--- config.mk ---
export PLATFORM = sky130hd
export DESIGN_NAME = serial_adder_ctrl
export DESIGN_NICKNAME = d
export VERILOG_FILES = /design/src/rtl/serial_adder_ctrl.sv
export SDC_FILE = /design/constraint.sdc
export NUM_CORES = 1
export LEC_CHECK = 0
export ABC_AREA = 1
export CELL_PAD_IN_SITES_DETAIL_PLACEMENT = 1
export CELL_PAD_IN_SITES_GLOBAL_PLACEMENT = 1
export CORE_UTILIZATION = 31
export DETAILED_ROUTE_END_ITERATION = 12
export PLACE_DENSITY = 0.76
export SLEW_MARGIN = 15
export SYNTH_ARGS = -nofsm -noshare
export SYNTH_HDL_FRONTEND = slang
export SYNTH_SLANG_ARGS = --single-unit
--- constraint.sdc ---
create_clock -name clk -period 1.08 [get_ports clk]
set_input_delay 0.162 -clock clk [delete_from_list [all_inputs] [get_ports clk]]
set_output_delay 0.162 -clock clk [all_outputs]
set_load 0.05 [all_outputs]
--- src/rtl/serial_adder_ctrl.sv ---
// Bit-serial add/subtract sequencer: one operand bit pair per clock, LSB first,
// through a full adder built from two half adders, with registered result flags.

module half_adder_core (
    input  logic a,
    input  logic b,
    output logic s,
    output logic c
);
    assign s = a ^ b;
    assign c = a & b;
endmodule

module serial_adder_ctrl #(
    parameter int WIDTH = 3
) (
    input  logic             clk,
    input  logic             reset,
    input  logic             start,
    input  logic             sub,
    input  logic [WIDTH-1:0] op_a,
    input  logic [WIDTH-1:0] op_b,
    output logic             busy,
    output logic             done,
    output logic [WIDTH-1:0] sum,
    output logic             c_out,
    output logic             overflow
);
    localparam int CW = (WIDTH > 1) ? $clog2(WIDTH) : 1;
    localparam logic [CW-1:0] LAST = CW'(WIDTH - 1);

    typedef enum logic [1:0] {IDLE, SHIFT, DONE} state_t;

    state_t           state;
    logic [WIDTH-1:0] a_sr, b_sr, acc;
    logic             carry;
    logic [CW-1:0]    cnt;

    logic hs, hc0, hc1, fs, fc;

    half_adder_core u_ha0 (.a(a_sr[0]), .b(b_sr[0]), .s(hs), .c(hc0));
    half_adder_core u_ha1 (.a(hs),      .b(carry),   .s(fs), .c(hc1));
    assign fc = hc0 | hc1;

    always_ff @(posedge clk) begin
        if (reset) begin
            state    <= IDLE;
            a_sr     <= '0;
            b_sr     <= '0;
            acc      <= '0;
            carry    <= 1'b0;
            cnt      <= '0;
            busy     <= 1'b0;
            done     <= 1'b0;
            sum      <= '0;
            c_out    <= 1'b0;
            overflow <= 1'b0;
        end else begin
            case (state)
                IDLE: begin
                    if (start) begin
                        // Subtract is A + ~B + 1: invert B here, seed the carry with sub
                        a_sr  <= op_a;
                        b_sr  <= op_b ^ {WIDTH{sub}};
                        carry <= sub;
                        acc   <= '0;
                        cnt   <= '0;
                        busy  <= 1'b1;
                        state <= SHIFT;
                    end
                end
                SHIFT: begin
                    acc   <= {fs, acc[WIDTH-1:1]};
                    a_sr  <= a_sr >> 1;
                    b_sr  <= b_sr >> 1;
                    carry <= fc;
                    cnt   <= cnt + CW'(1);
                    if (cnt == LAST) begin
                        // carry still holds the carry into the MSB on this edge
                        sum      <= {fs, acc[WIDTH-1:1]};
                        c_out    <= fc;
                        overflow <= carry ^ fc;
                        done     <= 1'b1;
                        state    <= DONE;
                    end
                end
                DONE: begin
                    done  <= 1'b0;
                    busy  <= 1'b0;
                    state <= IDLE;
                end
                default: begin
                    done  <= 1'b0;
                    busy  <= 1'b0;
                    state <= IDLE;
                end
            endcase
        end
    end
endmodule
# Word-level counts from Yosys, hierarchy flattened
# Cells that the tools add are included.
# op_classes
addsub	1
n_eq_ne	4
n_mux	17
bitwise	9
reduce_logical	7
# ops
operator	n
$pmux 3 s2	3
$reduce_and 2->1	5
$mux 3	3
$pmux 2 s2	2
$mux 2	3
$pmux 1 s2	3
$ne 2x2->1 const B	2
$mux 1	3
$xor 1x1->1	3
$xor 3x3->3	1
$add 2x1->2 const B	1
$and 1x1->1	2
$eq 2x1->1 const B	1
$eq 2x2->1 const B	1
$logic_not 2->1	1
$not 1->1	2
$reduce_bool 2->1	1
$or 1x1->1	1
# word_totals
reg_bits	21
output_inout_bits	7
word_cells	49

# Depth between registers and ports, before layout
# Gate-level depths: netlist (run 1).
# depth
ltp_word	4
mapped_depth	8
ltp_nobuf	8

# By module
# Synthesis (run 1) repeated with hierarchy kept, for this count alone.
# hier_totals
cells_unflattened	127
hier_area_um2	913.4
# by_module_without_submodules
mod	n_inst	cells_each	area_each_um2	seq_area_each_um2
serial_adder_ctrl	1	125	888.4	400.4
half_adder_core	2	1	12.5	0.0

# Worst setup path after synthesis (run 1)
# Ideal clock, no wire load.
# synth_path
kind	reg-to-reg
startpoint	reg carry
endpoint	reg carry
setup_ns	0.109
arrival_ns	1.013
t_required_ns	0.971
setup_slack_ns	-0.042
path_stages_with_launch	6
synth_period_minus_slack_ns	1.122
path_cell_list	dfxtp_1 -> fa_1 -> nand2_1 -> nand3_1 -> nand2_1 -> inv_1
# synth_via
elab_chain_cells	3
# synth_rtl
item	line	rtl
start: declaration	36	logic carry;
start signal: assignment	65	carry <= sub;
$and 1x1->1	11	assign c = a & b;
$or 1x1->1	43	assign fc = hc0 | hc1;
via fc	39	logic hs, hc0, hc1, fs, fc;
$pmux 1 s2	59	case (state)
# The timed path passes the listed nets, and every way through them passes these cells.
# A chain may end at the register's enable or synchronous reset.

# Final worst setup path (run 1)
# layout_path
startpoint	reg carry
endpoint	reg acc[2]
# layout_via
elab_chain_cells	2
# layout_rtl
item	line	rtl
$xor 1x1->1	10	assign s = a ^ b;
via fs	39	
$pmux 3 s2	59	
end signal: assignment	73	acc <= {fs, acc[WIDTH-1:1]};
end: declaration	35	logic [WIDTH-1:0] a_sr, b_sr, acc;
# The timed path passes the listed nets, and every way through them passes these cells.

==> impl_metrics.json, run 1 <==
{
  "grt_pass1_vias": 896,
  "post_drt_via_cell_ratio": 4.85,
  "mostFrequentLayoutCell": "nand2_1",
  "nets": 160,
  "dpl_cell_area_mm2": 0.00118,
  "design.core.area_mm2": 0.00257,
  "netlist_instances": 122,
  "status": "finished, violations left",
  "synth-simple-area-share_pct": 32.1,
  "skew_ns": 0.00745,
  "cts_root_buffer": "clkbuf_4",
  "synth_compound_area_share_pct": 7.82,
  "finalHoldViolations": 0,
  "synth_fa_ha_area_share_pct": 3.70,
  "drt_iter0_drc": 12,
  "place_hpwl_mm": 1.62,
  "cp-start-kind": "register",
  "fin_area_mm2": 0.00129,
  "die_area_mm2": 0.00305,
  "finalCriticalPeriod_ns": 1.16,
  "grt_pass1_wl_mm": 3.75,
  "die_y_um": 55.3,
  "ys_top_cells_by_area": "dfxtp_1 (46%), nand2_1 (13%), nand3_1 (8.5%)",
  "fin_crit_sh_pct": 107,
  "irDropWorstVdd_v": 0.000623,
  "synth_top_cell_by_area": "dfxtp_1",
  "criticalPathCategory": "reg2reg",
  "end_kind": "register",
  "synth_nets": 134,
  "yosys_warnings": 0,
  "critical-path-max-stage-delay_ns": 0.57,
  "critPathMaxFanout": 2,
  "p_leak_nw": 0.582,
  "cts_made_buffers": 3,
  "synth_xor_area_share_pct": 1.99,
  "grt_max_degree": 12,
  "power.density_mw_per_mm2": 1170,
  "rows": 18,
  "gp_congestion": 0.720,
  "layout_common_cells": "nand2_1 (27), nand3_1 (15), nor2_1 (15)",
  "drtAntennaViolNets": 0,
  "hold_class": "in2reg",
  "rsz0062_at_grt": "true",
  "total_power_mw": 1.51,
  "ys_ff_latch": 20,
  "synth_top_area_share_pct": 45.5,
  "required_ns": 1.34,
  "tns_ns": -0.166,
  "h-tree-depth": 1,
  "grt_use_total_pct": 15.7,
  "gr-total-overflow": 0,
  "route.detailed.drc": 0,
  "die-width_um": 55.3,
  "synth_cell_type_count": 19,
  "drive_above_1_share_pct": 30.6,
  "clockBufferDepth": 2,
  "clock_sinks": 20,
  "final_core_util_pct": 50.4,
  "num_antenna_cells": 0,
  "rrSetupSlack_ns": -0.08,
  "path_cells": "fa_2 > nand2_1 > a21oi_2",
  "crit_slowest_cell": "fa_2",
  "cts_tree": "yes",
  "drt-total-wl_mm": 2.26,
  "port-buffer-count": 16,
  "cp_top_family": "adder cells",
  "violations": "negative setup slack",
  "cap_viol_max_count": 0,
  "fmax_mhz": 862,
  "antenna_found_initial": 0,
  "crit_arrival_ns": 1.42,
  "wire_per_inst_um": 12.8,
  "ioPinCount": 17,
  "yosysSeqAreaShare_pct": 45.5,
  "path_clk_slew_ns": 0.12,
  "fin_ws_ns": -0.0794,
  "syn-cell-area_um2": 880,
  "initial_core_util_pct": 34.3,
  "num_vias": 858,
  "synthMuxAreaShare_pct": 0,
  "crit_buf_inv": 0,
  "slew_headroom_pct": 79.6,
  "finalMaxSlewViolations": 0,
  "synth_top_family_by_area": "simple AND/OR/NAND/NOR gates",
  "max_slew.worst_pin.slew_ns": 0.305,
  "synth_area_per_cell_um2": 7.21,
  "syn2layout_area_growth_pct": 47.2,
  "dr.pass1.iters": 4,
  "finalSetupViolCount": 4,
  "clk_latency_ns": 0.31
}
## sequential cells by signal (all words and copies together) (netlist names)
name      flops
c_out         1
sum           3
busy          1
overflow      1
a_sr          3
acc           2
carry         1
b_sr          3
cnt           2
done          1
state         2
## synth_stat cells
cell type and count:
nor2_1 17, inv_1 13, fa_1 1, nor2_2 1
clkbuf_2 1, o21ai_0 4, a21oi_1 8, buf_6 1
nand2_2 3, xnor2_1 1, ha_1 1, inv_2 2
buf_2 1, dfxtp_1 20, xor2_1 1, nand2_1 30
or2_1 1, nand3_1 15, a21oi_2 1
## worst register-to-register path, delay by kind of cell (launching register included)
kind | cells | cell delay [ns]
simple gates | 1 | 0.07
compound gates | 1 | 0.11
flops | 1 | 0.35
fa+ha+maj | 1 | 0.57
## per-stage QoR
stage / std cells / worst slack [ns] / hold slack [ns]
2_1_floorplan: 122 / -0.0216 / 0.305
3_3_place_gp: 172 / -0.172 / 0.461
4_1_cts: 176 / -0.0845 / 0.390
5_1_grt: 177 / -0.129 / 0.420
3_5_place_dp: 172 / -0.198 / 0.465
6_report: 177 / -0.0794 / 0.395
## area by class of cell
cell class | count | area (um^2)
fillers | 326 | 1270
inverters | 15 | 58.8
repair buffers | 24 | 290
multi-input cells | 84 | 459
well taps | 30 | 37.5
flip-flops and latches | 20 | 413
clock buffers | 4 | 36.3
## final timing paths
kind,from,endpoint,cells past startpoint
max,carry$_SDFFE_PP0P_,acc[2]$_SDFFE_PP0P_,3
min,op_a[2],a_sr[2]$_SDFFE_PP0P_,3
max reg2reg,carry$_SDFFE_PP0P_,acc[2]$_SDFFE_PP0P_,3
min reg2reg,acc[2]$_SDFFE_PP0P_,sum[1]$_SDFFE_PP0P_,2
## per-layer routing
layer / vias up / track usage, % / routed length [um]
li1: 429 / - / -
met1: 407 / 17.3 / 938
met2: 17 / 28.1 / 1190
met3: 5 / 3.75 / 80
met4: 0 / 7.50 / 46
met5: - / 0 / 0
## kinds of logic after synthesis
logic type | count (synthesis)
AOI/OAI and AO/OA | 13
xor gates and xnor gates | 2
adders and majority gates | 2
buffers and inverters | 18
DFF | 20
and+or+nand+nor | 67
## repair_timing
item / in CTS / in global routing
resized for setup: 14 / 12
buffers inserted: 0 / 1
hold buffers: 0 / 0
pin swaps: 4 / 5
endpoints found under the setup margin: 11 / 12
## power breakdown
part / internal (mW) / leakage [nW] / switching, mW
Combinational: 0.124 / 0.395 / 0.139
Sequential: 0.770 / 0.166 / 0.0299
Clock: 0.206 / 0.0210 / 0.246
No activity file was read; power rests on OpenSTA's default activity.
==> run 2, diff against run 1 <==
--- a/config.mk
+++ b/config.mk
@@ -15,3 +15,4 @@
 export SYNTH_ARGS = -nofsm -noshare
 export SYNTH_HDL_FRONTEND = slang
 export SYNTH_SLANG_ARGS = --single-unit
+export TNS_END_PERCENT = 50
==> run 2 against run 1 <==
Net effect:
- the run still ends with negative setup slack left
- sequential share of layout area decreased by 0.33 points
- clock-buffer cell count unchanged
- final cell count increased by 1.1%
- design area increased by 1.4%
- sequential power about the same
- largest cell class unchanged
- combinational power increased by 4%
- power decreased by 0.42%
- utilization increased by 0.68 points
- highest routed layer unchanged
- register-to-register slack about the same
- die area unchanged
==> impl_metrics.json, run 2 (synthesized netlist as in run 1, its figures left out) <==
{
  "status": "finished, violations left",
  "violations": "negative setup slack",
  "clockBufferDepth": 2,
  "num_vias": 845,
  "drtAntennaViolNets": 0,
  "grt_max_degree": 12,
  "power.internal_mw": 1.11,
  "design.core.area_mm2": 0.00257,
  "dr.pass1.iters": 4,
  "finalHoldViolations": 0,
  "cp-start-kind": "register",
  "fin_area_mm2": 0.00131,
  "syn2layout_area_growth_pct": 49.2,
  "total_power_mw": 1.51,
  "dr_wl_met3_um": 75,
  "finalCriticalPeriod_ns": 1.15,
  "layout_common_cells": "nand2_1 (28), nand3_1 (15), nor2_1 (13), dfxtp_1 (13), inv_1 (10)",
  "criticalPathCategory": "reg2reg",
  "initial_core_util_pct": 34.3,
  "end_kind": "register",
  "hp-start": "start",
  "nFillCells": 322,
  "met2WireLength_mm": 1.10,
  "gr-total-overflow": 0,
  "met1_length_um": 968,
  "required_ns": 1.31,
  "nets": 162,
  "hold_class": "in2reg",
  "rows": 18,
  "grt_use_total_pct": 15.9,
  "fmax_mhz": 871,
  "routed.top_layer": "met4",
  "fin_crit_sh_pct": 106,
  "switchingPower_mw": 0.398,
  "place_hpwl_mm": 1.67,
  "tns_ns": -0.135,
  "die_area_mm2": 0.00305,
  "gp_congestion": 0.706,
  "skew_ns": 0.00693,
  "crit_arrival_ns": 1.38,
  "route.detailed.drc": 0,
  "finalMaxSlewViolations": 0,
  "ioPinCount": 17,
  "cts_root_buffer": "clkbuf_4",
  "h-tree-depth": 1,
  "pwr-share-seq_pct": 53.2,
  "hold_ws_ns": 0.278,
  "die_y_um": 55.3,
  "drt-total-wl_mm": 2.18,
  "critPathMaxFanout": 2,
  "critical_path.startpoint": "b_sr[0]$_SDFFE_PP0P_",
  "clock_sinks": 20,
  "port-buffer-count": 16,
  "wire_per_inst_um": 12.2,
  "power.density_mw_per_mm2": 1150,
  "cts_tree": "yes",
  "clk_latency_ns": 0.30,
  "r2r-start": "b_sr[0]$_SDFFE_PP0P_",
  "clockPowerShare_pct": 28.6,
  "grt_pass1_wl_mm": 3.90,
  "post_drt_via_cell_ratio": 4.72,
  "cts_made_buffers": 3,
  "grt_pass1_vias": 911,
  "reg.largest.list": "a_sr: 3 flops, b_sr: 3 flops, sum: 3 flops",
  "finalSetupViolCount": 5,
  "slew_headroom_pct": 80.7,
  "path_clk_slew_ns": 0.11,
  "die-width_um": 55.3,
  "dp_slack_ns": -0.275,
  "irDropWorstVdd_v": 0.000697,
  "cap_viol_max_count": 0,
  "mostFrequentLayoutCell": "nand2_1",
  "antenna_found_initial": 0,
  "p_leak_nw": 0.589,
  "rsz0062_at_grt": "true",
  "drive_above_1_share_pct": 30.9,
  "num_antenna_cells": 0,
  "power_frac_comb_pct": 18.2,
  "max_slew.worst_pin.slew_ns": 0.289,
  "dpl_cell_area_mm2": 0.00119,
  "drt_iter0_drc": 12,
  "fin_ws_ns": -0.0675,
  "swShare_pct": 26.4
}
==> run 2: changes by cell type in the layout (fill, tap and decap cells not counted), sizes merged <==
cell,change
clkdlybuf4s50,-1
dlymetal6s2s,+1
buf,+2
==> run 2: area by class of cell <==
| cell class | instances | area (um^2) | share of cell area [%] |
|---|---|---|---|
| well taps | 30 | 37.5 | 2.86 |
| multi-input cells | 84 | 452 | 34.4 |
| repair buffers | 26 | 312 | 23.7 |
| flip-flops and latches | 20 | 414 | 31.6 |
| inverters | 15 | 61.3 | 4.67 |
| clock buffers | 4 | 36.3 | 2.76 |
==> run 2: power by group through the flow <==
stage                     Combinational, mW  Clock (mW)  Sequential, mW
final                                 0.274       0.432           0.802
after global routing                  0.308       0.463           0.807
after CTS                             0.257       0.435           0.800
after detailed placement              0.253           0           0.813
after global placement                0.242           0           0.810
after floorplan                       0.122           0           0.823
==> run 2: critical path: stages, from the launching register on <==
cell     delay, ns
dfxtp_2       0.35
fa_2          0.57
nand2_1       0.05
a21oi_1       0.11
==> run 2: per-layer routing <==
| layer | up-vias | track usage, % |
|---|---|---|
| li1 | 433 | - |
| met1 | 388 | 19.0 |
| met5 | - | 0 |
| met4 | 0 | 5.36 |
| met2 | 19 | 28.2 |
| met3 | 5 | 3.04 |
==> run 2: repair_timing <==
| item | in CTS | in global routing |
|---|---|---|
| hold buffers | 0 | 0 |
| resized for setup | 10 | 19 |
| hold endpoints to repair | 0 | 0 |
| pin swaps | 3 | 5 |
| setup buffers | 0 | 1 |
| setup endpoints to repair | 11 | 15 |
==> run 2: metrics by stage <==
step	std cells	utilization, %
after floorplan	122	-
after global placement	174	46.5
after detailed placement	174	46.5
after CTS	178	48.5
after global routing	179	51.1
final	179	51.1
==> run 2: path summary, 6_finish.rpt <==
check / to / slack (ns) / depth (start not counted)
max: acc[2]$_SDFFE_PP0P_ / -0.07 / 3
min: busy$_SDFFE_PP0P_ / 0.28 / 3
max reg2reg: acc[2]$_SDFFE_PP0P_ / -0.07 / 3
min reg2reg: sum[0]$_SDFFE_PP0P_ / 0.48 / 2
==> run 3, diff against run 2 <==
--- a/config.mk
+++ b/config.mk
@@ -8,11 +8,11 @@
 export ABC_AREA = 1
 export CELL_PAD_IN_SITES_DETAIL_PLACEMENT = 1
 export CELL_PAD_IN_SITES_GLOBAL_PLACEMENT = 1
-export CORE_UTILIZATION = 31
+export CORE_UTILIZATION = 38
 export DETAILED_ROUTE_END_ITERATION = 12
-export PLACE_DENSITY = 0.76
+export PLACE_DENSITY = 0.86
 export SLEW_MARGIN = 15
 export SYNTH_ARGS = -nofsm -noshare
 export SYNTH_HDL_FRONTEND = slang
 export SYNTH_SLANG_ARGS = --single-unit
-export TNS_END_PERCENT = 50
+export TNS_END_PERCENT = 100
==> constraint.sdc (replaced) <==
create_clock -name clk -period 1.38 [get_ports clk]
set_input_delay 0.207 -clock clk [delete_from_list [all_inputs] [get_ports clk]]
set_output_delay 0.207 -clock clk [all_outputs]
set_load 0.05 [all_outputs]
==> run 3 against run 2 <==
Net effect:
- the run now ends clean
- final cell count shrank 4.5%
- register-to-register slack gained 0.18 ns
- combinational power shrank 32%
- fmax shrank 9.2%
- worst setup slack gained 0.18 ns
- critical path depth is the same
- utilization grew 4.3 points
- largest cell class unchanged
- highest routed layer unchanged
==> impl_metrics.json, run 3 (synthesized netlist as in run 1, its figures left out) <==
{
  "post_drt_via_cell_ratio": 4.95,
  "grt_pass1_wl_mm": 3.92,
  "reg.largest.list": "a_sr: 3 flops, b_sr: 3 flops, sum: 3 flops",
  "gp_congestion": 0.795,
  "syn2layout_area_growth_pct": 38.1,
  "cp-start-kind": "register",
  "status": "completed",
  "wire_per_inst_um": 13.6,
  "crit_slowest_cell": "fa_1",
  "gr-total-overflow": 0,
  "power.density_mw_per_mm2": 1070,
  "crit_arrival_ns": 1.47,
  "rsz0062_at_grt": "false",
  "grt_max_degree": 13,
  "finalHoldViolations": 0,
  "port-buffer-count": 16,
  "required_ns": 1.59,
  "cts_tree": "yes",
  "fin_area_mm2": 0.00121,
  "hold_ws_ns": 0.436,
  "die-width_um": 50.1,
  "grt_pass1_vias": 866,
  "cts_root_buffer": "clkbuf_4",
  "hold_class": "in2reg",
  "dr.pass1.iters": 3,
  "layout_common_cells": "nand2_1 (30), dfxtp_1 (20), nor2_1 (17)",
  "dpl_cell_area_mm2": 0.00114,
  "drive_above_1_share_pct": 16.1,
  "clock_sinks": 20,
  "cap_viol_max_count": 0,
  "antenna_found_initial": 0,
  "path_clk_slew_ns": 0.12,
  "drtAntennaViolNets": 0,
  "tns_ns": 0,
  "critPathMaxFanout": 3,
  "fmax_mhz": 791,
  "finalCriticalPeriod_ns": 1.26,
  "slew_headroom_pct": 80.4,
  "grt_use_total_pct": 22.0,
  "drt_iter0_drc": 4,
  "design.core.area_mm2": 0.00219,
  "critical-path-max-stage-delay_ns": 0.49,
  "clockBufferDepth": 2,
  "total_power_mw": 1.30,
  "end_kind": "register",
  "die_y_um": 50.1,
  "initial_core_util_pct": 40.1,
  "irDropWorstVdd_v": 0.000576,
  "mostFrequentLayoutCell": "nand2_1",
  "p_leak_nw": 0.546,
  "crit_buf_inv": 0,
  "nets": 156,
  "route.detailed.drc": 0,
  "clk_latency_ns": 0.31,
  "cp_top_family": "adder cells",
  "die_area_mm2": 0.00251,
  "criticalPathCategory": "reg2reg",
  "drt-total-wl_mm": 2.33,
  "rows": 17,
  "path_cells": "fa_1 > xnor2_1 > a21oi_1",
  "max_slew.worst_pin.slew_ns": 0.294,
  "num_vias": 846,
  "place_hpwl_mm": 1.83,
  "finalMaxSlewViolations": 0,
  "ioPinCount": 17,
  "skew_ns": 0.0121,
  "fin_crit_sh_pct": 91.6,
  "num_antenna_cells": 0,
  "final_core_util_pct": 55.5,
  "h-tree-depth": 1,
  "cts_made_buffers": 3,
  "finalSetupViolCount": 0
}
run 3: path summary, 6_finish.rpt:
| kind | from | to | slack, ns | cells past startpoint |
|---|---|---|---|---|
| setup reg to reg | carry$_SDFFE_PP0P_ | overflow$_SDFFE_PP0P_ | 0.12 | 3 |
| setup / recovery | carry$_SDFFE_PP0P_ | overflow$_SDFFE_PP0P_ | 0.12 | 3 |
| hold / removal | op_a[2] | a_sr[2]$_SDFFE_PP0P_ | 0.44 | 3 |
| hold reg to reg | cnt[0]$_SDFFE_PP0P_ | cnt[0]$_SDFFE_PP0P_ | 0.49 | 1 |
run 3: report_power, final:
group / switching (mW) / internal (mW)
logic: 0.102 / 0.0854
registers: 0.0232 / 0.603
clock network: 0.190 / 0.294
total: 0.315 / 0.982
run 3: timing repair:
item	in CTS	in global routing
resized for setup	0	2
setup endpoints to repair	0	1
hold buffers	0	0
setup buffers	0	2
run 3: per-layer routing:
layer	track usage [%]	vias up	part of all wire (%)
met5	0	-	0
met4	11.9	0	1.5
met3	4.63	4	3.8
met2	40.9	19	57
met1	22.2	397	38
li1	-	426	-
run 3: worst reg2reg max path: cells and delay by family, from the launching register on:
family	cells	cell delay, ns
xor+xnor	1	0.20
fa+ha+maj	1	0.49
flops	1	0.37
compound gates	1	0.10
run 3: stage by stage:
step           worst slack [ns]  instances
2_1_floorplan             0.258        122
5_1_grt                  0.0104        171
6_report                  0.116        171
3_5_place_dp            -0.0244        165
3_3_place_gp             0.0483        165
4_1_cts                  0.0966        169
run 3: area by class of cell:
class | count | area [um^2]
Multi-Input combinational cell | 84 | 407
Inverter | 15 | 60.1
Tap cell | 28 | 35.0
Timing Repair Buffer | 20 | 260
Clock buffer | 3 | 22.5
Clock inverter | 1 | 30.0
Sequential cell | 20 | 400
Fill cell | 276 | 976
